<file path="src/rtl/spike_accum.sv">
// spike_accum: groups N signed 16-bit partial sums into one signed
// accumulator result, requantises it to a saturated signed 8-bit value and
// queues {raw sum, quantised value, saturation flag} in a 2-entry output FIFO.
//
// Ports:
//   clk, rst       rising-edge clock, synchronous active-high reset
//   in_valid       one partial-sum beat (never back-pressured)
//   in_data        signed 16-bit partial sum
//   cfg_batch_num  beats per group (0 selects BATCH_NUM), latched per group
//   cfg_shift      rounding right-shift applied to the group sum
//   cfg_relu       clamp negative results to 0 before saturation
//   clear          abort the partial group and clear overrun
//   out_valid      FIFO head holds a result
//   out_ready      consumer accepts the head when out_valid=1
//   out_acc        raw group sum at the FIFO head
//   out_q          requantised signed 8-bit value at the FIFO head
//   out_sat        out_q was clamped
//   overrun        sticky: a finished result was dropped because the FIFO was full
//   busy           a group is in progress
module spike_accum #(
    parameter int BATCH_NUM = 1024,
    parameter int ACC_W     = 32
) (
    input  logic             clk,
    input  logic             rst,
    input  logic             in_valid,
    input  logic [15:0]      in_data,
    input  logic [10:0]      cfg_batch_num,
    input  logic [4:0]       cfg_shift,
    input  logic             cfg_relu,
    input  logic             clear,
    output logic             out_valid,
    input  logic             out_ready,
    output logic [ACC_W-1:0] out_acc,
    output logic [7:0]       out_q,
    output logic             out_sat,
    output logic             overrun,
    output logic             busy
);

    typedef enum logic {
        S_IDLE,
        S_ACCUM
    } state_t;

    localparam logic signed [ACC_W:0] Q_MAX = 127;
    localparam logic signed [ACC_W:0] Q_MIN = -128;

    // ---------------- stage 1: group accumulation ----------------
    state_t           state, state_next;
    logic [10:0]      cnt, cnt_next;
    logic [10:0]      n_lat, n_lat_next;
    logic [10:0]      n_cfg, n_eff;
    logic [ACC_W-1:0] acc, acc_next;
    logic [ACC_W-1:0] beat_x;
    logic             grp_done, grp_done_next;

    assign n_cfg  = (cfg_batch_num == 11'd0) ? 11'(BATCH_NUM) : cfg_batch_num;
    assign beat_x = {{(ACC_W-16){in_data[15]}}, in_data};

    always_ff @(posedge clk) begin
        if (rst) begin
            state    <= S_IDLE;
            cnt      <= '0;
            n_lat    <= '0;
            acc      <= '0;
            grp_done <= 1'b0;
        end else begin
            state    <= state_next;
            cnt      <= cnt_next;
            n_lat    <= n_lat_next;
            acc      <= acc_next;
            grp_done <= grp_done_next;
        end
    end

    // The first beat of a group uses the live configuration; later beats use
    // the copy latched on that first beat, so mid-group changes are ignored.
    always_comb begin
        state_next    = state;
        cnt_next      = cnt;
        n_lat_next    = n_lat;
        acc_next      = acc;
        grp_done_next = 1'b0;
        n_eff         = (state == S_IDLE) ? n_cfg : n_lat;
        if (clear) begin
            state_next = S_IDLE;
            cnt_next   = '0;
        end else if (in_valid) begin
            if (state == S_IDLE) begin
                acc_next   = beat_x;
                n_lat_next = n_cfg;
            end else begin
                acc_next = acc + beat_x;
            end
            if (cnt == n_eff - 11'd1) begin
                cnt_next      = '0;
                state_next    = S_IDLE;
                grp_done_next = 1'b1;
            end else begin
                cnt_next   = cnt + 11'd1;
                state_next = S_ACCUM;
            end
        end
    end

    assign busy = (cnt != 11'd0);

    // ---------------- stage 2: requantisation ----------------
    // One guard bit keeps acc + rounding constant from wrapping.
    logic signed [ACC_W:0] acc_x, rnd, r_full, r_relu;
    logic [7:0]            q_val;
    logic                  sat_val;

    always_comb begin
        acc_x   = {acc[ACC_W-1], acc};
        rnd     = (cfg_shift != 5'd0) ? ((ACC_W+1)'(1) << (cfg_shift - 5'd1)) : '0;
        r_full  = (acc_x + rnd) >>> cfg_shift;
        r_relu  = (cfg_relu && r_full[ACC_W]) ? '0 : r_full;
        sat_val = 1'b0;
        if (r_relu > Q_MAX) begin
            q_val   = 8'sd127;
            sat_val = 1'b1;
        end else if (r_relu < Q_MIN) begin
            q_val   = 8'h80;
            sat_val = 1'b1;
        end else begin
            q_val = r_relu[7:0];
        end
    end

    // ---------------- 2-entry output FIFO ----------------
    logic [ACC_W-1:0] f_acc [0:1];
    logic [7:0]       f_q   [0:1];
    logic             f_sat [0:1];
    logic             wr_ptr, rd_ptr;
    logic [1:0]       count;
    logic             push, pop, full, push_ok;

    assign push    = grp_done;
    assign pop     = out_valid && out_ready;
    assign full    = (count == 2'd2);
    assign push_ok = push && (!full || pop);

    always_ff @(posedge clk) begin
        if (rst) begin
            wr_ptr  <= 1'b0;
            rd_ptr  <= 1'b0;
            count   <= '0;
            overrun <= 1'b0;
        end else begin
            if (push_ok) wr_ptr <= ~wr_ptr;
            if (pop)     rd_ptr <= ~rd_ptr;
            if (push_ok && !pop)      count <= count + 2'd1;
            else if (!push_ok && pop) count <= count - 2'd1;
            if (clear)                        overrun <= 1'b0;
            else if (push && full && !pop)    overrun <= 1'b1;
        end
    end

    always_ff @(posedge clk) begin
        if (!rst && push_ok) begin
            f_acc[wr_ptr] <= acc;
            f_q[wr_ptr]   <= q_val;
            f_sat[wr_ptr] <= sat_val;
        end
    end

    // Storage is not reset, so the head is masked to zero while empty.
    assign out_valid = (count != 2'd0);
    assign out_acc   = out_valid ? f_acc[rd_ptr] : '0;
    assign out_q     = out_valid ? f_q[rd_ptr]   : '0;
    assign out_sat   = out_valid ? f_sat[rd_ptr] : 1'b0;

endmodule
</file>
<file path="config.mk">
export PLATFORM = sky130hd
export DESIGN_NAME = spike_accum
export DESIGN_NICKNAME = d
export VERILOG_FILES = /design/src/rtl/spike_accum.sv
export SDC_FILE = /design/constraint.sdc
export NUM_CORES = 1
export LEC_CHECK = 0
export ABC_AREA = 1
export CORE_MARGIN = 2
export CORE_UTILIZATION = 45
export CTS_CLUSTER_SIZE = 20
export DETAILED_ROUTE_END_ITERATION = 10
export GPL_TIMING_DRIVEN = 1
export PLACE_DENSITY_LB_ADDON = 0.08
export SLEW_MARGIN = 20
export SYNTH_ARGS = -nofsm -noshare
export SYNTH_HDL_FRONTEND = slang
export SYNTH_SLANG_ARGS = --single-unit
</file>
<file path="constraint.sdc">
create_clock -name clk -period 11.35 [get_ports clk]
set_input_delay 2.27 -clock clk [delete_from_list [all_inputs] [get_ports clk]]
set_output_delay 2.27 -clock clk [all_outputs]
set_load 0.005 [all_outputs]
</file>
* Word-level counts from Yosys, hierarchy flattened
Memories as Yosys holds them, arrays and structs flattened. A register that Yosys moved wholly into a read port is not among the register bits. Index checks and enable logic that the tools add are counted.
Cells by class: eq/ne operators 2, reduce and logical (&&, ||, !) cells 21, add/sub/neg operators 7, multipliers 0, bitwise operators 4, shift operators 2, order comparisons 2, mux-type cells 25, div/mod/pow operators 0
Operators by type and width (number):
- $mux 33 | 2
- $mux 32 | 2
- $add 32x33->33 | 1
- $gt 33x8->1 const B | 1
- $lt 33x8->1 const B | 1
- $mux 11 | 3
- $shl 1x5->33 const A | 1
- $sshr 33x5->33 | 1
- $add 32x32->32 | 1
- $mux 8 | 3
- $mux 1 | 13
- $add 11x1->11 const B | 1
- $eq 11x11->1 | 1
- $logic_not 11->1 | 1
- $reduce_bool 11->1 | 1
- $sub 11x1->11 const B | 1
- $logic_and 1x1->1 | 8
- $reduce_bool 5->1 | 1
- $sub 5x1->5 const B | 1
- $logic_not 1->1 | 4
- $mux 2 | 2
- $not 1->1 | 4
- $reduce_bool 2->1 | 2
- $reduce_or 3->1 | 1
- other kinds (6) | 6
Word-level totals: memories kept 3, output and inout bits 44, input port bits 38, register bits after elaboration 61, bits in writable memories 82, logic and storage cells 75, ROM bits 0, latch bits 0
Memory list:
- f_acc | words 2, bits a word 32, read ports 1, clocked after memory_dff 1, wr ports 1, line 133 | logic [ACC_W-1:0] f_acc [0:1];
- f_q | words 2, bits a word 8, read ports 1, clocked after memory_dff 1, wr ports 1, line 134 | logic [7:0] f_q [0:1];
- f_sat | words 2, bits a word 1, read ports 1, clocked after memory_dff 1, wr ports 1, line 135 | logic f_sat [0:1];

* Depth between registers and ports, before layout
Gate-level depths: netlist (run 1).
depth after elaboration 10, gate-level depth with buffers 39, depth with buffers taken out 38

* Worst setup path before layout (run 1)
OpenSTA, ideal clock, no wires.
path type input-to-reg, start point input port cfg_shift[3], end point memory f_q[0][0] (data pin), setup time 0.260 ns, path slack 5.476 ns, cell stages on the path 35, arrival 5.614 ns, buffers on the path 1, path through clkbuf_8 nor2_1 inv_1 nor2_1 inv_1 nand2_1 nand2_1 inv_1 nand3_1 inv_1 ha_1 nand2_1 inv_1 nand2_1 nand2_1 a21oi_1 nand2_1 nand2_2 nand2_2 nand2_1 nand3_1 nand2_1 nand2_1 nand3_1 nand3_1 nand3_1 nand2_1 nor2_1 nand2_1 nor2_1 nand2_1 nor2_1 nand2_1 nand3_4 nand2_1
On the way: longest elaborated chain between the ends 10, elaborated cells between the ends (all ways) 12
Ends and longest elaborated chain:
- from (decl) | line 29 | input logic [4:0] cfg_shift,
- $sub 5x1->5 | line 117 | rnd = (cfg_shift != 5'd0) ? ((ACC_W+1)'(1) << (cfg_shift - 5'd1)) : '0;
- $shl 1x5->33 | line 117
- $mux 33 | line 117
- $add 32x33->33 | line 118 | r_full = (acc_x + rnd) >>> cfg_shift;
- $sshr 33x5->33 (*) | line 118
- $logic_and 1x1->1 | line 119 | r_relu = (cfg_relu && r_full[ACC_W]) ? '0 : r_full;
- $mux 33 (*) | line 119
- $lt 33x8->1 | line 124 | end else if (r_relu < Q_MIN) begin
- $mux 8 | line 124
- $mux 8 (*) | line 121 | if (r_relu > Q_MAX) begin
- named net q_val[0] | line 112 | logic [7:0] q_val;
- to (decl) | line 134
The timed path passes the listed nets; every way through them passes the cells marked *.

* Final worst setup path (run 1)
start point input port cfg_shift[3], end point memory f_sat[0] (data pin)
On the way: longest elaborated chain between the ends 10, elaborated cells between the ends (all ways) 12
Ends and longest elaborated chain:
- $sub 5x1->5 | line 117
- $shl 1x5->33 | line 117
- $mux 33 | line 117
- $add 32x33->33 | line 118
- $sshr 33x5->33 (*) | line 118
- $logic_and 1x1->1 | line 119
- $mux 33 (*) | line 119
- $lt 33x8->1 | line 124
- $mux 1 | line 124
- $mux 1 (*) | line 121
- named net sat_val | line 113 | logic sat_val;
- to (decl) | line 135
Marked as above.

==> run_results.csv, run 1 <==
group,metric,value,unit
clock_tree,clock_latency,0.43,ns
synthesis,synth_warnings,0,
sta,hold_slack,0.456,ns
final_layout,fin_util,51.3,%
final_layout,fill_cells,2982,
grt,met2_usage,44.4,%
grt,antenna_found_initial,0,
synthesis,syn_area_per_cell,6.33,sq um
place,port_buffers,81,
die,rows,62,
die,die_x,174,um
sta,hold_viol,0,
routing,routed_wl,42.3,mm
synthesis,yosys.area.top_type_share,19.2,%
worst_hold_path,hold_depth,2,
synthesis,synth_top_cell_by_area,"nand2_1",
routing,dr.pass1.iters,6,
grt,grt_use_met3,4.01,%
synthesis,synth_edf_count,82,
routing,drt_iter0_drc,1159,
sta,timing.final.crit_share,66.1,%
grt,busiest_layer,"met2",
sta,fin_tns_setup,0,ns
final_layout,num-nets-final,2207,
clock_tree,cts_sinks,144,
sta,period_minus_slack,7.51,ns
worst_setup_path,crit_fanout,30,
die,core_area,28500,sq um
synthesis,syn_area,13000,sq um
synthesis,syn_nets,2158,
synthesis,synth_cell_types,51,
clock_tree,cts_tree,"yes",
sta,finalSetupViolations,0,
synthesis,ys_ff_latch,144,
place,place_area,14000,sq um
status,outcome,"finished clean",
final_layout,antenna_cells,0,
worst_hold_path,min_from,"overrun",
clock_tree,path_clk_slew,0.08,ns
place,dpl_worst_slack,3.56,ns
worst_setup_path,crit_required,11.53,ns
worst_setup_path,reg2reg_from,"acc[0]",
routing,vias_per_cell,5.42,
grt,grt_max_degree,56,
final_layout,layout_common_cells,"nand2_1 (663), nand3_1 (260), inv_1 (239)",
worst_setup_path,crit_path_start_kind,"input pin",
worst_setup_path,arrival,7.69,ns
grt,grt_overflow_total,0,
clock_tree,cts_buffers,17,
clock_tree,post-cts-setup-buffers,0,
synthesis,ys_seq_area_share,28.5,%
worst_setup_path,reg2reg_depth,25,
die,die_h,174,um
final_layout,fin_area,14700,sq um
job,max-cap-violations,0,
synthesis,synth.area.top_cells,"nand2_1 (19%), edfxtp_1 (19%), nand3_1 (10%), dfxtp_1 (9.6%), inv_1 (6.9%)",
synthesis,synth-async-reset-ratio,0,%
clock_tree,cts_max_level,4,
grt,grt_usage,28.0,%
sta,worst_slew_pin_slew,1.09,ns
pwr,leakage,0.00680,uW
synthesis,synth_top_flop_cell,"edfxtp_1",
final_layout,final_common_cell,"nand2_1",
sta,rsz0062_at_grt,"false",
clock_tree,hold_buffers,0,
worst_setup_path,r2r-end,"f_sat[0]",
routing,antenna_left,0,
clock_tree,ctsLongestPathBuffers,2,
grt,grt_pass1_wl,67.0,mm
worst_setup_path,reg2reg_slack,6.99,ns
worst_setup_path,cp-end-kind,"flip-flop",
sta,fmax,133,MHz
synthesis,synthCells,2051,
place,place.gp.congestion,1.01,
die,initial_core_util,45.5,%
worst_hold_path,min_path_type,"reg -> reg",
die,num_io_pins,82,
final_layout,drive_above_1_share,5.87,%
sta,setup_ws,3.84,ns
die,dieArea,30200,sq um
clock_tree,root_buffer,"clkbuf_16",
routing,dr_total_vias,13500,
routing,drc,0,
pwr,power.density,107,nW/um^2
routing,wire_per_inst,16.9,um
pwr,ir_worst_vdd,0.102,mV
place,dpl.hpwl,32.8,mm
sta,relSlewSlack,27.3,%
sta,skew,0.0128,ns
grt,grt_pass1_vias,12200,
grt,gr-usage-met1,40.0,%
sta,drv_slew,0,
clock_tree,cts_resized,0,
final_layout,syn2layout_area_growth,12.9,%
worst_hold_path,min_to,"overrun",
worst_setup_path,critPathKind,"in -> reg",
worst max path at each step:
stage,from,cells past startpoint,slack [ns],end
after global routing,cfg_shift[3],28,3.45,f_q[0][2]
after floorplan,cfg_shift[3],35,5.48,f_q[0][0]
after CTS,cfg_shift[3],27,4.01,f_sat[0]
after global placement,cfg_shift[3],27,3.53,f_sat[0]
after detailed placement,cfg_shift[3],27,3.56,f_sat[0]
final,cfg_shift[3],27,3.84,f_sat[0]
power by group:
part           switching (uW)  total (uW)  leakage (uW)  internal, uW
sequential               21.1         584       0.00123           563
combinational             262         412       0.00527           150
clock                     278         578      0.000297           300
total                     561        1570       0.00680          1010
cell families (layout without fill, tap and decap cells):
group	after synthesis	in the layout	synth area share, %
compound gates	286	286	11.8
xor+xnor	38	38	2.56
fa+ha+maj	69	69	6.77
buf+inv	320	382	10.3
flops	144	144	28.5
mux	1	1	0.0771
other cells	1	1	0.0289
simple gates	1192	1192	39.9
critical path, stage by stage:
cell and delay (ns):
clkdlybuf4s50_1 0.45, buf_4 0.28, inv_1 0.48, nor2_1 0.42, inv_1 0.10, nor3_1 0.51
ha_1 0.45, nand2_1 0.12, nand2_1 0.08, nand2_1 0.06, nand2_1 0.06, nand2_1 0.06
nand2_1 0.06, a21oi_1 0.30, nand3_2 0.17, nand2_4 0.19, nor2_4 0.06, inv_2 0.23
nand2_1 0.18, inv_2 0.25, nand2_1 0.15, a21oi_1 0.15, nand2_1 0.07, nor2_1 0.16
nand3b_1 0.12, nand2_2 0.15, nand2_1 0.08
cell usage after synthesis (all sizes together) (15+ instances only):
cell type	number
or2	15
xnor2	16
buf	21
nor3	25
clkbuf	49
edfxtp	82
xor2	22
nor2	149
nand4	21
nand2	686
dfxtp	62
nand3	269
ha	67
o21ai	91
a21oi	155
inv	246
cell type report:
| class | instances | area [sq um] | area share, % |
|---|---|---|---|
| multi-input combinational | 1587 | 7970 | 54.4 |
| sequential | 144 | 3700 | 25.3 |
| inverter | 250 | 938 | 6.40 |
| tap | 384 | 480 | 3.28 |
| clock inverter | 15 | 186 | 1.27 |
| timing repair buffer | 100 | 953 | 6.51 |
| clock buffer | 17 | 425 | 2.90 |
sequential cells by signal, indices dropped and copies added, names as in the netlist, named ones only:
signal    count
acc          32
rd_ptr        1
n_lat        11
f_sat         2
f_acc        64
f_q          16
cnt          11
count         2
wr_ptr        1
grp_done      1
state         1
overrun       1
through the flow:
stage                     cells  power, uW
final                      2497       1570
after global routing       2497       1650
after CTS                  2497       1580
after detailed placement   2465       1000
after global placement     2465       1000
after floorplan            2051        862
routing by layer:
metal | part of all wire, % | vias to the layer above
li1 | - | 6835
met1 | 47 | 6197
met2 | 44 | 445
met3 | 6.3 | 54
met4 | 2.2 | 0
met5 | 0 | -
Note: power is estimated with default switching activity, not from simulation.
==> run 2: changes to the inputs <==
==> constraint.sdc (replaced) <==
create_clock -name clk -period 7.7 [get_ports clk]
set_input_delay 1.54 -clock clk [delete_from_list [all_inputs] [get_ports clk]]
set_output_delay 1.54 -clock clk [all_outputs]
set_load 0.005 [all_outputs]
==> run_results.csv, run 2 (synthesis gave the netlist of run 1 again) <==
group,metric,value,unit
die,die_h,174,um
job,max-cap-violations,0,
status,outcome,"finished clean",
die,core_area,28500,sq um
final_layout,layout_common_cells,"nand2_1 (663), nand3_1 (260), inv_1 (239)",
final_layout,largest_reg_flops,64,
worst_setup_path,cp_slowest_stage_delay,0.71,ns
routing,antenna_left,0,
clock_tree,cts_tree,"yes",
final_layout,top_register,"f_acc",
routing,dr.pass1.iters,7,
final_layout,reg_top3,"f_acc: 64 flops, acc: 32 flops, f_q: 16 flops",
grt,grt_overflow_total,0,
sta,timing.final.crit_share,82.2,%
place,port_buffers,81,
clock_tree,clock_latency,0.43,ns
pwr,leakage,0.00680,uW
worst_setup_path,cp_slowest_cell,"clkdlybuf4s50_1",
die,num_io_pins,82,
final_layout,final_common_cell,"nand2_1",
clock_tree,ctsLongestPathBuffers,2,
clock_tree,cts_max_level,4,
place,dpl.hpwl,32.4,mm
sta,relSlewSlack,29.5,%
routing,dr_total_vias,13400,
worst_setup_path,reg2reg_depth,25,
worst_setup_path,arrival,6.51,ns
worst_hold_path,min_to,"overrun",
sta,worst_slew_pin_slew,1.06,ns
clock_tree,cts_resized,0,
place,place.gp.congestion,1.02,
final_layout,syn2layout_area_growth,13.0,%
routing,wire_per_inst,16.6,um
worst_setup_path,r2r-end,"f_sat[1]",
grt,grt_pass1_vias,12500,
final_layout,fin_util,51.4,%
die,dieArea,30200,sq um
sta,fmax,158,MHz
die,die_x,174,um
clock_tree,root_buffer,"clkbuf_16",
place,dpl_worst_slack,1.02,ns
worst_setup_path,crit_path_start_kind,"input pin",
clock_tree,cts_sinks,144,
worst_setup_path,cp-end-kind,"flip-flop",
pwr,ir_worst_vdd,0.132,mV
worst_hold_path,min_path_type,"reg -> reg",
worst_hold_path,hold_depth,2,
worst_setup_path,crit_buf_inv,7,
routing,vias_per_cell,5.37,
worst_hold_path,min_from,"overrun",
worst_setup_path,critPathKind,"in -> reg",
worst_setup_path,cp_top_family,"simple AND/OR/NAND/NOR gates",
sta,rsz0062_at_grt,"false",
clock_tree,cts_buffers,17,
sta,period_minus_slack,6.33,ns
sta,finalSetupViolations,0,
sta,drv_slew,0,
worst_setup_path,crit_fanout,16,
worst_setup_path,crit_required,7.88,ns
worst_setup_path,reg2reg_slack,3.68,ns
grt,grt_max_degree,56,
grt,grt_usage,27.4,%
clock_tree,post-cts-setup-buffers,0,
sta,fin_tns_setup,0,ns
die,rows,62,
worst_setup_path,path_common_cell,"nand2_1",
sta,hold_viol,0,
grt,grt_pass1_wl,66.1,mm
grt,antenna_found_initial,0,
clock_tree,hold_buffers,0,
sta,skew,0.0107,ns
final_layout,drive_above_1_share,6.00,%
routing,routed_wl,41.6,mm
worst_setup_path,reg2reg_from,"acc[0]",
die,initial_core_util,45.5,%
routing,drc,0,
routing,drt_iter0_drc,1201,
final_layout,antenna_cells,0,
sta,setup_ws,1.37,ns
final_layout,num-nets-final,2210,
pwr,power.density,157,nW/um^2
clock_tree,path_clk_slew,0.07,ns
[run 2: power breakdown]
group          switching, uW  internal (uW)
logic                    384            222
clock network            377            462
registers               29.6            830
total                    791           1510
[run 2: final cells by class]
type	instances	area (sq um)
inverters	250	938
clock inverters	15	170
fillers	2975	13900
flip-flops and latches	144	3700
well taps	384	480
repair buffers	103	976
multi-input cells	1587	7970
clock buffers	17	425
[run 2: worst max-delay path by stage]
stage,depth (start not counted),slack (ns),start,endpoint
6_report,30,1.37,cfg_shift[0],f_sat[1]
5_1_grt,35,0.85,cfg_shift[0],f_q[0][3]
4_1_cts,35,1.46,cfg_shift[3],f_q[0][3]
3_5_place_dp,30,1.02,cfg_shift[0],f_sat[1]
3_3_place_gp,33,0.96,cfg_shift[3],f_q[0][3]
2_1_floorplan,35,2.56,cfg_shift[3],f_q[0][0]
[run 2: metal layers]
metal	GRT usage, %	part of all wire (%)
met5	0	0
met4	7.70	2.2
met3	3.95	5.9
met2	43.6	44
met1	38.8	47
[run 2: per-stage QoR]
step,hold slack (ns),cell area (sq um),cells,total power (uW)
after floorplan,0.426,13000,2051,1270
after global placement,0.437,14100,2468,1470
after detailed placement,0.447,14100,2468,1470
after CTS,0.457,14700,2500,2320
after global routing,0.486,14700,2500,2430
final,0.453,14700,2500,2300
[run 2: tightest hold or removal path: stages, from the launching register on]
cell     delay [ns]
dfxtp_1        0.31
inv_1          0.04
a21oi_1        0.05
